--- config.mk ---
export PLATFORM = sky130hd
export DESIGN_NAME = lift_scheduler_flat
export DESIGN_NICKNAME = d
export VERILOG_FILES = /design/src/rtl/lift_scheduler_if.sv /design/src/rtl/lift_scheduler.sv /design/src/flat_wrapper.sv
export SDC_FILE = /design/constraint.sdc
export NUM_CORES = 1
export LEC_CHECK = 0
export ABC_AREA = 1
export CORE_ASPECT_RATIO = 1.75
export CORE_UTILIZATION = 49
export CTS_CLUSTER_SIZE = 12
export DETAILED_ROUTE_END_ITERATION = 8
export GPL_TIMING_DRIVEN = 0
export PLACE_DENSITY = 0.76
export SETUP_SLACK_MARGIN = 0.05
export SLEW_MARGIN = 40
export SYNTH_ARGS = -nofsm -noshare
export SYNTH_HDL_FRONTEND = slang
export SYNTH_SLANG_ARGS = --single-unit
--- constraint.sdc ---
create_clock -name clk_100MHz -period 2.2 [get_ports clk_100MHz]
set_input_delay 0.66 -clock clk_100MHz [delete_from_list [all_inputs] [get_ports clk_100MHz]]
set_output_delay 0.66 -clock clk_100MHz [all_outputs]
set_load 0.1 [all_outputs]
--- src/rtl/lift_scheduler_if.sv ---
// Car bus between the call panel / display / motor logic and the lift scheduler.
// The master drives calls and the slow tick; the slave reports car status.
interface lift_scheduler_if #(
    parameter int unsigned N_FLOORS = 8
);
    localparam int unsigned FW = (N_FLOORS > 1) ? $clog2(N_FLOORS) : 1;

    logic                tick;
    logic [N_FLOORS-1:0] call_req;
    logic [N_FLOORS-1:0] pending;
    logic [FW-1:0]       cur_floor;
    logic                dir_up;
    logic                moving;
    logic                door_open;
    logic [1:0]          state;

    modport master (
        output tick, call_req,
        input  pending, cur_floor, dir_up, moving, door_open, state
    );

    modport slave (
        input  tick, call_req,
        output pending, cur_floor, dir_up, moving, door_open, state
    );
endinterface

--- src/rtl/lift_scheduler.sv ---
// SCAN floor sequencer: latches calls, keeps travelling while calls lie ahead, then reverses.
// Travel and door dwell are timed in divider ticks.
module lift_scheduler #(
    parameter int unsigned N_FLOORS   = 8,
    parameter int unsigned MOVE_TICKS = 3,
    parameter int unsigned DOOR_TICKS = 5
) (
    input  logic            clk_100MHz,
    input  logic            rst,
    lift_scheduler_if.slave bus
);
    localparam int unsigned FW        = (N_FLOORS > 1) ? $clog2(N_FLOORS) : 1;
    localparam int unsigned MAX_TICKS = (MOVE_TICKS > DOOR_TICKS) ? MOVE_TICKS : DOOR_TICKS;
    localparam int unsigned CW        = (MAX_TICKS > 1) ? $clog2(MAX_TICKS) : 1;
    localparam logic [CW-1:0] MoveLast = CW'(MOVE_TICKS - 1);
    localparam logic [CW-1:0] DoorLast = CW'(DOOR_TICKS - 1);

    typedef enum logic [1:0] {
        StIdle     = 2'd0,
        StMoveUp   = 2'd1,
        StMoveDown = 2'd2,
        StDoor     = 2'd3
    } state_e;

    state_e              r_state;
    logic [FW-1:0]       r_cur_floor;
    logic                r_dir_up;
    logic [N_FLOORS-1:0] r_pending;
    logic [CW-1:0]       r_cnt;

    state_e              w_state_nxt;
    logic [FW-1:0]       w_floor_nxt;
    logic                w_dir_nxt;
    logic [N_FLOORS-1:0] w_pending_nxt;
    logic [CW-1:0]       w_cnt_nxt;
    logic [N_FLOORS-1:0] w_req;
    logic [N_FLOORS-1:0] w_clr;
    logic [FW-1:0]       w_step_floor;
    logic                w_above;
    logic                w_below;
    logic                w_ahead;

    // Floors strictly above (up=1) or strictly below (up=0) floor f.
    function automatic logic [N_FLOORS-1:0] beyond_mask(input logic [FW-1:0] f, input logic up);
        logic [N_FLOORS-1:0] m;
        for (int i = 0; i < N_FLOORS; i++) begin
            m[i] = up ? (i > int'(f)) : (i < int'(f));
        end
        return m;
    endfunction

    always_comb begin
        w_req        = r_pending | bus.call_req;
        w_step_floor = (r_state == StMoveDown) ? r_cur_floor - FW'(1) : r_cur_floor + FW'(1);
        w_above      = |(w_req & beyond_mask(r_cur_floor, 1'b1));
        w_below      = |(w_req & beyond_mask(r_cur_floor, 1'b0));
        w_ahead      = |(w_req & beyond_mask(w_step_floor, r_state == StMoveUp));
        w_state_nxt  = r_state;
        w_floor_nxt  = r_cur_floor;
        w_dir_nxt    = r_dir_up;
        w_cnt_nxt    = r_cnt;
        w_clr        = '0;

        case (r_state)
            StIdle: begin
                if (w_req[r_cur_floor]) begin
                    w_state_nxt = StDoor;
                    w_clr       = N_FLOORS'(1) << r_cur_floor;
                    w_cnt_nxt   = '0;
                end else if (r_dir_up ? w_above : !w_below && w_above) begin
                    w_state_nxt = StMoveUp;
                    w_dir_nxt   = 1'b1;
                    w_cnt_nxt   = '0;
                end else if (w_below) begin
                    w_state_nxt = StMoveDown;
                    w_dir_nxt   = 1'b0;
                    w_cnt_nxt   = '0;
                end
            end
            StMoveUp, StMoveDown: begin
                if (bus.tick) begin
                    if (r_cnt == MoveLast) begin
                        // Arrival: the new floor decides stop / continue / idle this cycle.
                        w_floor_nxt = w_step_floor;
                        w_cnt_nxt   = '0;
                        if (w_req[w_step_floor]) begin
                            w_state_nxt = StDoor;
                            w_clr       = N_FLOORS'(1) << w_step_floor;
                        end else if (!w_ahead) begin
                            w_state_nxt = StIdle;
                        end
                    end else begin
                        w_cnt_nxt = r_cnt + CW'(1);
                    end
                end
            end
            StDoor: begin
                w_clr = N_FLOORS'(1) << r_cur_floor;
                if (bus.call_req[r_cur_floor]) begin
                    w_cnt_nxt = '0;
                end else if (bus.tick) begin
                    if (r_cnt == DoorLast) begin
                        w_state_nxt = StIdle;
                        w_cnt_nxt   = '0;
                    end else begin
                        w_cnt_nxt = r_cnt + CW'(1);
                    end
                end
            end
            default: w_state_nxt = StIdle;
        endcase

        w_pending_nxt = w_req & ~w_clr;
    end

    always_ff @(posedge clk_100MHz or posedge rst) begin
        if (rst) begin
            r_state     <= StIdle;
            r_cur_floor <= '0;
            r_dir_up    <= 1'b1;
            r_pending   <= '0;
            r_cnt       <= '0;
        end else begin
            r_state     <= w_state_nxt;
            r_cur_floor <= w_floor_nxt;
            r_dir_up    <= w_dir_nxt;
            r_pending   <= w_pending_nxt;
            r_cnt       <= w_cnt_nxt;
        end
    end

    assign bus.pending   = r_pending;
    assign bus.cur_floor = r_cur_floor;
    assign bus.dir_up    = r_dir_up;
    assign bus.state     = r_state;
    assign bus.moving    = (r_state == StMoveUp) || (r_state == StMoveDown);
    assign bus.door_open = (r_state == StDoor);
endmodule

--- src/flat_wrapper.sv ---
// flat-port wrapper written by rule: the top's interface ports become plain ports
module lift_scheduler_flat 
#(
    parameter int unsigned N_FLOORS   = 8,
    parameter int unsigned MOVE_TICKS = 3,
    parameter int unsigned DOOR_TICKS = 5
)
  (clk_100MHz, rst, bus_tick, bus_call_req, bus_pending, bus_cur_floor, bus_dir_up, bus_moving, bus_door_open, bus_state);
  lift_scheduler_if #(.N_FLOORS(N_FLOORS)) bus_i ();
  input  logic clk_100MHz;
  input  logic rst;
  input wire logic [$bits(bus_i.tick)-1:0] bus_tick;
  input wire logic [$bits(bus_i.call_req)-1:0] bus_call_req;
  output wire logic [$bits(bus_i.pending)-1:0] bus_pending;
  output wire logic [$bits(bus_i.cur_floor)-1:0] bus_cur_floor;
  output wire logic [$bits(bus_i.dir_up)-1:0] bus_dir_up;
  output wire logic [$bits(bus_i.moving)-1:0] bus_moving;
  output wire logic [$bits(bus_i.door_open)-1:0] bus_door_open;
  output wire logic [$bits(bus_i.state)-1:0] bus_state;
  assign bus_i.tick = bus_tick;
  assign bus_i.call_req = bus_call_req;
  assign bus_pending = bus_i.pending;
  assign bus_cur_floor = bus_i.cur_floor;
  assign bus_dir_up = bus_i.dir_up;
  assign bus_moving = bus_i.moving;
  assign bus_door_open = bus_i.door_open;
  assign bus_state = bus_i.state;
  lift_scheduler #(.N_FLOORS(N_FLOORS), .MOVE_TICKS(MOVE_TICKS), .DOOR_TICKS(DOOR_TICKS)) u_core (.clk_100MHz(clk_100MHz), .rst(rst), .bus(bus_i));
endmodule
Word level (Yosys, flattened, before mapping)

Cells that the tools add are included.

Add/subtract/negate cells: 3
Order comparisons: 30
Equal/unequal tests: 13
Shift-type cells: 2
Muxes and demuxes: 43
Bitwise gates (word level): 7
Reductions and logical operators: 13

Operator list:

| kind                                                         | number |
|---|---|
| 2-to-1 mux 8 bit                                             | 4 |
| 2-to-1 mux 3 bit                                             | 9 |
| AND 8 bit                                                    | 3 |
| greater-than comparator 3 bit, first input constant          | 8 |
| one-hot mux 8 bit (3 select lines)                           | 1 |
| OR reduction 8 bit                                           | 3 |
| 2-to-1 mux 2 bit                                             | 10 |
| less-than comparator 3 bit, first input constant             | 6 |
| left shift 1 x 3 -> 8 bit, first input constant              | 2 |
| 2-to-1 mux 1 bit                                             | 14 |
| greater-than comparator 2 x 3 -> 1 bit, first input constant | 4 |
| less-than comparator 1 x 3 -> 1 bit, first input constant    | 4 |
| less-than comparator 2 x 3 -> 1 bit, first input constant    | 4 |
| binary-select mux 1 bit (select 3 bit)                       | 3 |
| one-hot mux 3 bit (3 select lines)                           | 1 |
| AND reduction 3 bit                                          | 3 |
| AND 8 x 7 -> 8 bit                                           | 1 |
| less-than comparator 3 x 4 -> 1 bit, second input constant   | 2 |
| inverter 8 bit                                               | 1 |
| bitwise OR 8 bit                                             | 1 |
| AND reduction 7 bit                                          | 1 |
| adder 3 x 1 -> 3 bit, second input constant                  | 2 |
| greater-than comparator 1 x 3 -> 1 bit, first input constant | 2 |
| != test 2 bit, second input constant                         | 3 |
| other kinds (17)                                             | 19 |

Register bits after elaboration: 17
Output and inout port bits: 16

Logic depth before layout (Yosys ltp)

Word-level depth: 11
Depth in mapped cells: 17
Depth with buffers taken out: 16

Least setup slack after synthesis

OpenSTA, ideal clock, no wires.

Kind: register to register
Start: register u_core.r_state[0], in the netlist u_core.bus.state[0]
End: register u_core.r_pending[5], in the netlist u_core.bus.pending[5]
Setup time: 0.133 ns
Arrival time: 3.248 ns
Setup slack: -1.181 ns
Cell stages (with the launch flop): 10
Clock period less this slack: 3.381 ns
Cells stage by stage: dfrtp_1 -> inv_1 -> ha_1 -> inv_1 -> nor3_2 -> inv_1 -> nor2_1 -> nand2_1 -> o31ai_1 -> a21oi_1

Word-level cells in the longest chain between the ends: 10

RTL lines:

| item                                   | line                                       | text |
|---|---|---|
| from (decl)                            | lift_scheduler.sv:25                       | `state_e r_state;` |
| from (signal assigned)                 | lift_scheduler.sv:118                      | `r_state <= StIdle;` |
| from (signal assigned)                 | lift_scheduler.sv:124                      | `r_state <= w_state_nxt;` |
| equality test 2 bit                    | lift_scheduler.sv:54, lift_scheduler.sv:64 |  |
| 2-to-1 mux 3 bit                       | lift_scheduler.sv:54                       | `w_step_floor = (r_state == StMoveDown) ? r_cur_floor - FW'(1) : r_cur_floor + FW'(1);` |
| binary-select mux 1 bit (select 3 bit) | lift_scheduler.sv:86                       | `if (w_req[w_step_floor]) begin` |
| 2-to-1 mux 1 bit (implied by the code) | lift_scheduler.sv:86                       |  |
| 2-to-1 mux 8 bit                       | lift_scheduler.sv:86                       |  |
| 2-to-1 mux 8 bit                       | lift_scheduler.sv:82                       | `if (r_cnt == MoveLast) begin` |
| 2-to-1 mux 8 bit                       | lift_scheduler.sv:81                       | `if (bus.tick) begin` |
| one-hot mux 8 bit (3 select lines) *   | lift_scheduler.sv:64                       | `case (r_state)` |
| inverter 8 bit *                       | lift_scheduler.sv:113                      | `w_pending_nxt = w_req & ~w_clr;` |
| AND 8 bit *                            | lift_scheduler.sv:113                      |  |
| net u_core.w_pending_nxt[5]            | lift_scheduler.sv:34                       | `logic [N_FLOORS-1:0] w_pending_nxt;` |
| to (signal assigned)                   | lift_scheduler.sv:127                      | `r_pending <= w_pending_nxt;` |
| to (decl)                              | lift_scheduler.sv:28                       | `logic [N_FLOORS-1:0] r_pending;` |

Mark *: on every way through the listed nets, which the timed path passes. The rest lies on a longest branch. The select of a mux whose other input is x is not followed.
A chain may end at the register's enable or synchronous reset.

Final worst setup path

Start: input port bus_call_req[6]
End: register u_core.r_state[1], in the netlist u_core.bus.state[1]

Word-level cells in the longest chain between the ends: 9

RTL lines:

| item                               | line                 | text |
|---|---|---|
| from (decl)                        | flat_wrapper.sv:13   | `input wire logic [$bits(bus_i.call_req)-1:0] bus_call_req;` |
| bitwise OR 8 bit                   | lift_scheduler.sv:53 | `w_req = r_pending \| bus.call_req;` |
| AND 8 x 7 -> 8 bit                 | lift_scheduler.sv:56 | `w_below = \|(w_req & beyond_mask(r_cur_floor, 1'b0));` |
| OR reduction 8 bit                 | lift_scheduler.sv:56 |  |
| logical NOT 1 bit                  | lift_scheduler.sv:70 | `end else if (r_dir_up ? w_above : !w_below && w_above) begin` |
| logical AND 1 bit                  | lift_scheduler.sv:70 |  |
| 2-to-1 mux 1 bit                   | lift_scheduler.sv:70 |  |
| 2-to-1 mux 2 bit                   | lift_scheduler.sv:70 |  |
| 2-to-1 mux 2 bit                   | lift_scheduler.sv:66 | `if (w_req[r_cur_floor]) begin` |
| one-hot mux 2 bit (3 select lines) | lift_scheduler.sv:64 |  |

Parallel ways exist; a longest one is shown, timed or not. The select of a mux whose other input is x is not followed.

==> results.md <==
- Drt first-iter violations: 124
- Max Freq: 467 MHz
- Design area: 0.00269 mm^2
- Die ar.: 0.00396 mm^2
- Synth warn: 0
- Max Transition Viols Final: 0
- Placed instance area: 0.00214 mm^2
- Reg clk slew, reported paths: 0.06 ns
- Count of final setup violators: 0
- Fill cell count: 259
- Crit Path Class: in -> reg
- Slew headroom: 52.5%
- Largest net degree at the start of global routing: 18
- First-pass GRT wire length: 9270 um
- DRC: 0
- Critical path's largest stage delay: 0.51 ns
- Synth Area in Compound Gates: 14.7%
- Initial antenna violation count: 0
- H-tree Lvls: 1
- Setup tns final: 0 ns
- Final Util: 77.6%
- Share of layout cells above drive strength 1: 35.6%
- Die Y: 82.6 um
- Starting Density: 52.4%
- Port Buffers: 26
- Die Wd: 48.0 um
- Critical Path Source Type: input pin
- Nature of the critical path endpoint: flip-flop
- Layout Nets: 390
- Clock skew: 0.00769 ns
- Total core area: 0.00347 mm^2
- Routed Wire Length: 6750 um
- Post-synthesis mux area share: 0%
- Vias in the first global route: 1984
- CTS Hold Bufs: 0
- CTS tree: done
- Overflow after GRT: 0
- Worst Tran Pin Value: 0.711 ns
- Post-Place Cells: 376
- Syn Nets: 329
- Crit-path max FO: 8
- Antenna diode count: 0
- Routability Congestion: 0.914
- Synthesized area per cell: 5.96 um^2
- Dpl hpwl: 4430 um
- Adder-cell share of the synthesized area: 8.95%
- Final Hold Fails: 0
- Root Buffer: clkbuf_8
- CP max stage cell: clkdlybuf4s50_1
- Total global-route track usage: 33.7%
- Cell Count, Final, Fillers Out: 410
- Antenna Nets Post-Route: 0
- Mean routed wirelength per cell: 16.5 um
- Sequential share of the synthesized area: 23.5%
- Final period util: 97.3%
- Routed vias/inst: 5.73
- Largest family of logic cells by synthesized area: simple AND/OR/NAND/NOR gates
- CTS sink cnt: 17
- Status: complete, no violations
- Syn-to-layout area delta: 48.2%
- Clock latency on the worst-skew pair: 0.26 ns
- Ports: 27
- Crit path cell chain: clkdlybuf4s50_1, inv_2, nand2_2, nand2_1, o211ai_1, o21ai_1, inv_1, nand2_2, buf_6, nand2_1, nor2_1, nor2_1, nand3_1, nand2_1
- Post-layout minimum cycle time: 2.14 ns
- Netlist cell types: 28
- Rows: 28
- Maxcap violations: 0
- CP Data Required Time: 2.39 ns
- Crit path DAT: 2.33 ns
- Yosys reg bits: 17
- Post-Synth Simple-Gate Area: 39.9%
- CTS Buf Count: 3
- XOR/XNOR share of the synthesized area: 0.964%
- Hold WC Path Type: reg -> reg
- CP dominant cell by count: nand2_1
- Vias: 2351
- Clock Tree Buf Depth: 2
- Mapped Area: 0.00182 mm^2
- Unrepaired setup endpoints after global routing: true
- Cell count after synthesis: 305
- DRT Pass-1 Iters: 5
-- per-stage QoR --
stage | worst slack [ns] | hold slack [ns]
final | 0.0595 | 0.517
after global routing | -0.0776 | 0.543
after CTS | 0.0472 | 0.507
after detailed placement | -0.346 | 0.495
after global placement | -0.370 | 0.496
after floorplan | -0.0255 | 0.477
-- layer usage --
| layer | part of all wire, % | GRT usage [%] | up-vias |
|---|---|---|---|
| li1 | - | - | 1106 |
| met1 | 36 | 39.2 | 1076 |
| met2 | 50 | 57.0 | 126 |
| met3 | 6.7 | 3.70 | 43 |
| met4 | 7.1 | 18.1 | 0 |
| met5 | 0 | 0 | - |
-- layout by cell type (no fill, tap or decap), types with 5 or more instances in the layout --
cell	netlist	routed
buf_4	2	26
o21ai_1	6	7
o31ai_1	5	5
dlymetal6s2s_1	0	6
nor2_2	2	13
nand2_4	0	5
o21ai_0	16	14
a21oi_1	14	13
nand2_1	98	80
nand3_1	31	23
inv_2	3	5
inv_1	41	31
nor2_1	29	15
nand3_2	1	9
dfrtp_1	16	11
inv_4	0	6
ha_1	13	6
buf_2	4	16
nand2_2	2	16
-- kinds of logic after synthesis --
logic type,after synthesis
buf+inv,53
compound gates,48
xor+xnor,2
fa+ha+maj,13
flops,17
simple gates,172
-- worst max-delay path, delay by kind of cell --
| kind | cells | cell delay [ns] |
|---|---|---|
| buffers and inverters | 4 | 0.79 |
| AND/OR/NAND/NOR | 8 | 0.68 |
| AO/OA/AOI/OAI | 2 | 0.19 |
-- cell type report --
type	count	area (um^2)	area share (%)
flip-flops and latches	17	443	16.4
multi-input cells	236	1410	52.3
repair buffers	55	459	17.1
well taps	45	56.3	2.09
plain buffers	9	82.6	3.07
clock buffers	4	45.0	1.67
inverters	44	198	7.34
-- state kept, by name (all words and copies together) (netlist names) --
signal / flops
u_core.r_cnt: 3
u_core.bus.dir_up: 1
u_core.bus.cur_floor: 3
u_core.bus.pending: 8
u_core.bus.state: 2
-- final timing paths --
| path | slack (ns) | start | cells after the start | endpoint |
|---|---|---|---|---|
| worst max-delay path | 0.06 | bus_call_req[6] | 14 | u_core.bus.state[1]$_DFFE_PP0P_ |
| worst min-delay path | 0.52 | u_core.r_cnt[0]$_DFFE_PP0P_ | 2 | u_core.r_cnt[0]$_DFFE_PP0P_ |
| worst max register to register | 0.06 | u_core.bus.cur_floor[0]$_DFFE_PP0P_ | 16 | u_core.bus.state[1]$_DFFE_PP0P_ |
| worst min register to register | 0.52 | u_core.r_cnt[0]$_DFFE_PP0P_ | 2 | u_core.r_cnt[0]$_DFFE_PP0P_ |
| max in group asynchronous | 0.86 | rst | 2 | u_core.bus.state[1]$_DFFE_PP0P_ |
| min in group asynchronous | 0.81 | rst | 2 | u_core.bus.pending[3]$_DFF_PP0_ |
-- cells in the mapped netlist --
library cell | instances | area share, %
nor3_1 | 3 | 0.83
inv_1 | 41 | 8.5
o31ai_1 | 5 | 2.1
a21oi_1 | 14 | 3.9
buf_6 | 1 | 0.62
inv_2 | 3 | 0.62
o21ai_1 | 6 | 1.7
nor2_1 | 29 | 6.0
dfrtp_1 | 16 | 22
nand4_1 | 4 | 1.4
a211oi_1 | 1 | 0.41
clkbuf_1 | 2 | 0.41
ha_1 | 13 | 9.0
buf_4 | 2 | 0.83
buf_2 | 4 | 1.1
nand3b_1 | 1 | 0.41
o211ai_1 | 2 | 0.83
dfstp_2 | 1 | 1.4
o21bai_1 | 1 | 0.41
nand2_2 | 2 | 0.69
nor3_2 | 1 | 0.55
nand2_1 | 98 | 20
xor2_1 | 2 | 0.96
nor2_2 | 2 | 0.69
nand3_2 | 1 | 0.55
o22ai_1 | 3 | 1.0
o21ai_0 | 16 | 4.4
nand3_1 | 31 | 8.5
-- repair_timing --
| action | CTS | global route |
|---|---|---|
| endpoints found under the setup margin | 12 | 16 |
| pin swaps | 4 | 19 |
| buffers inserted | 4 | 24 |
| cloned | 1 | 1 |
| resized for setup | 19 | 62 |
Power is not shown: default switching activity piles up to over one toggle a cycle in this logic, so the estimate is an artifact.
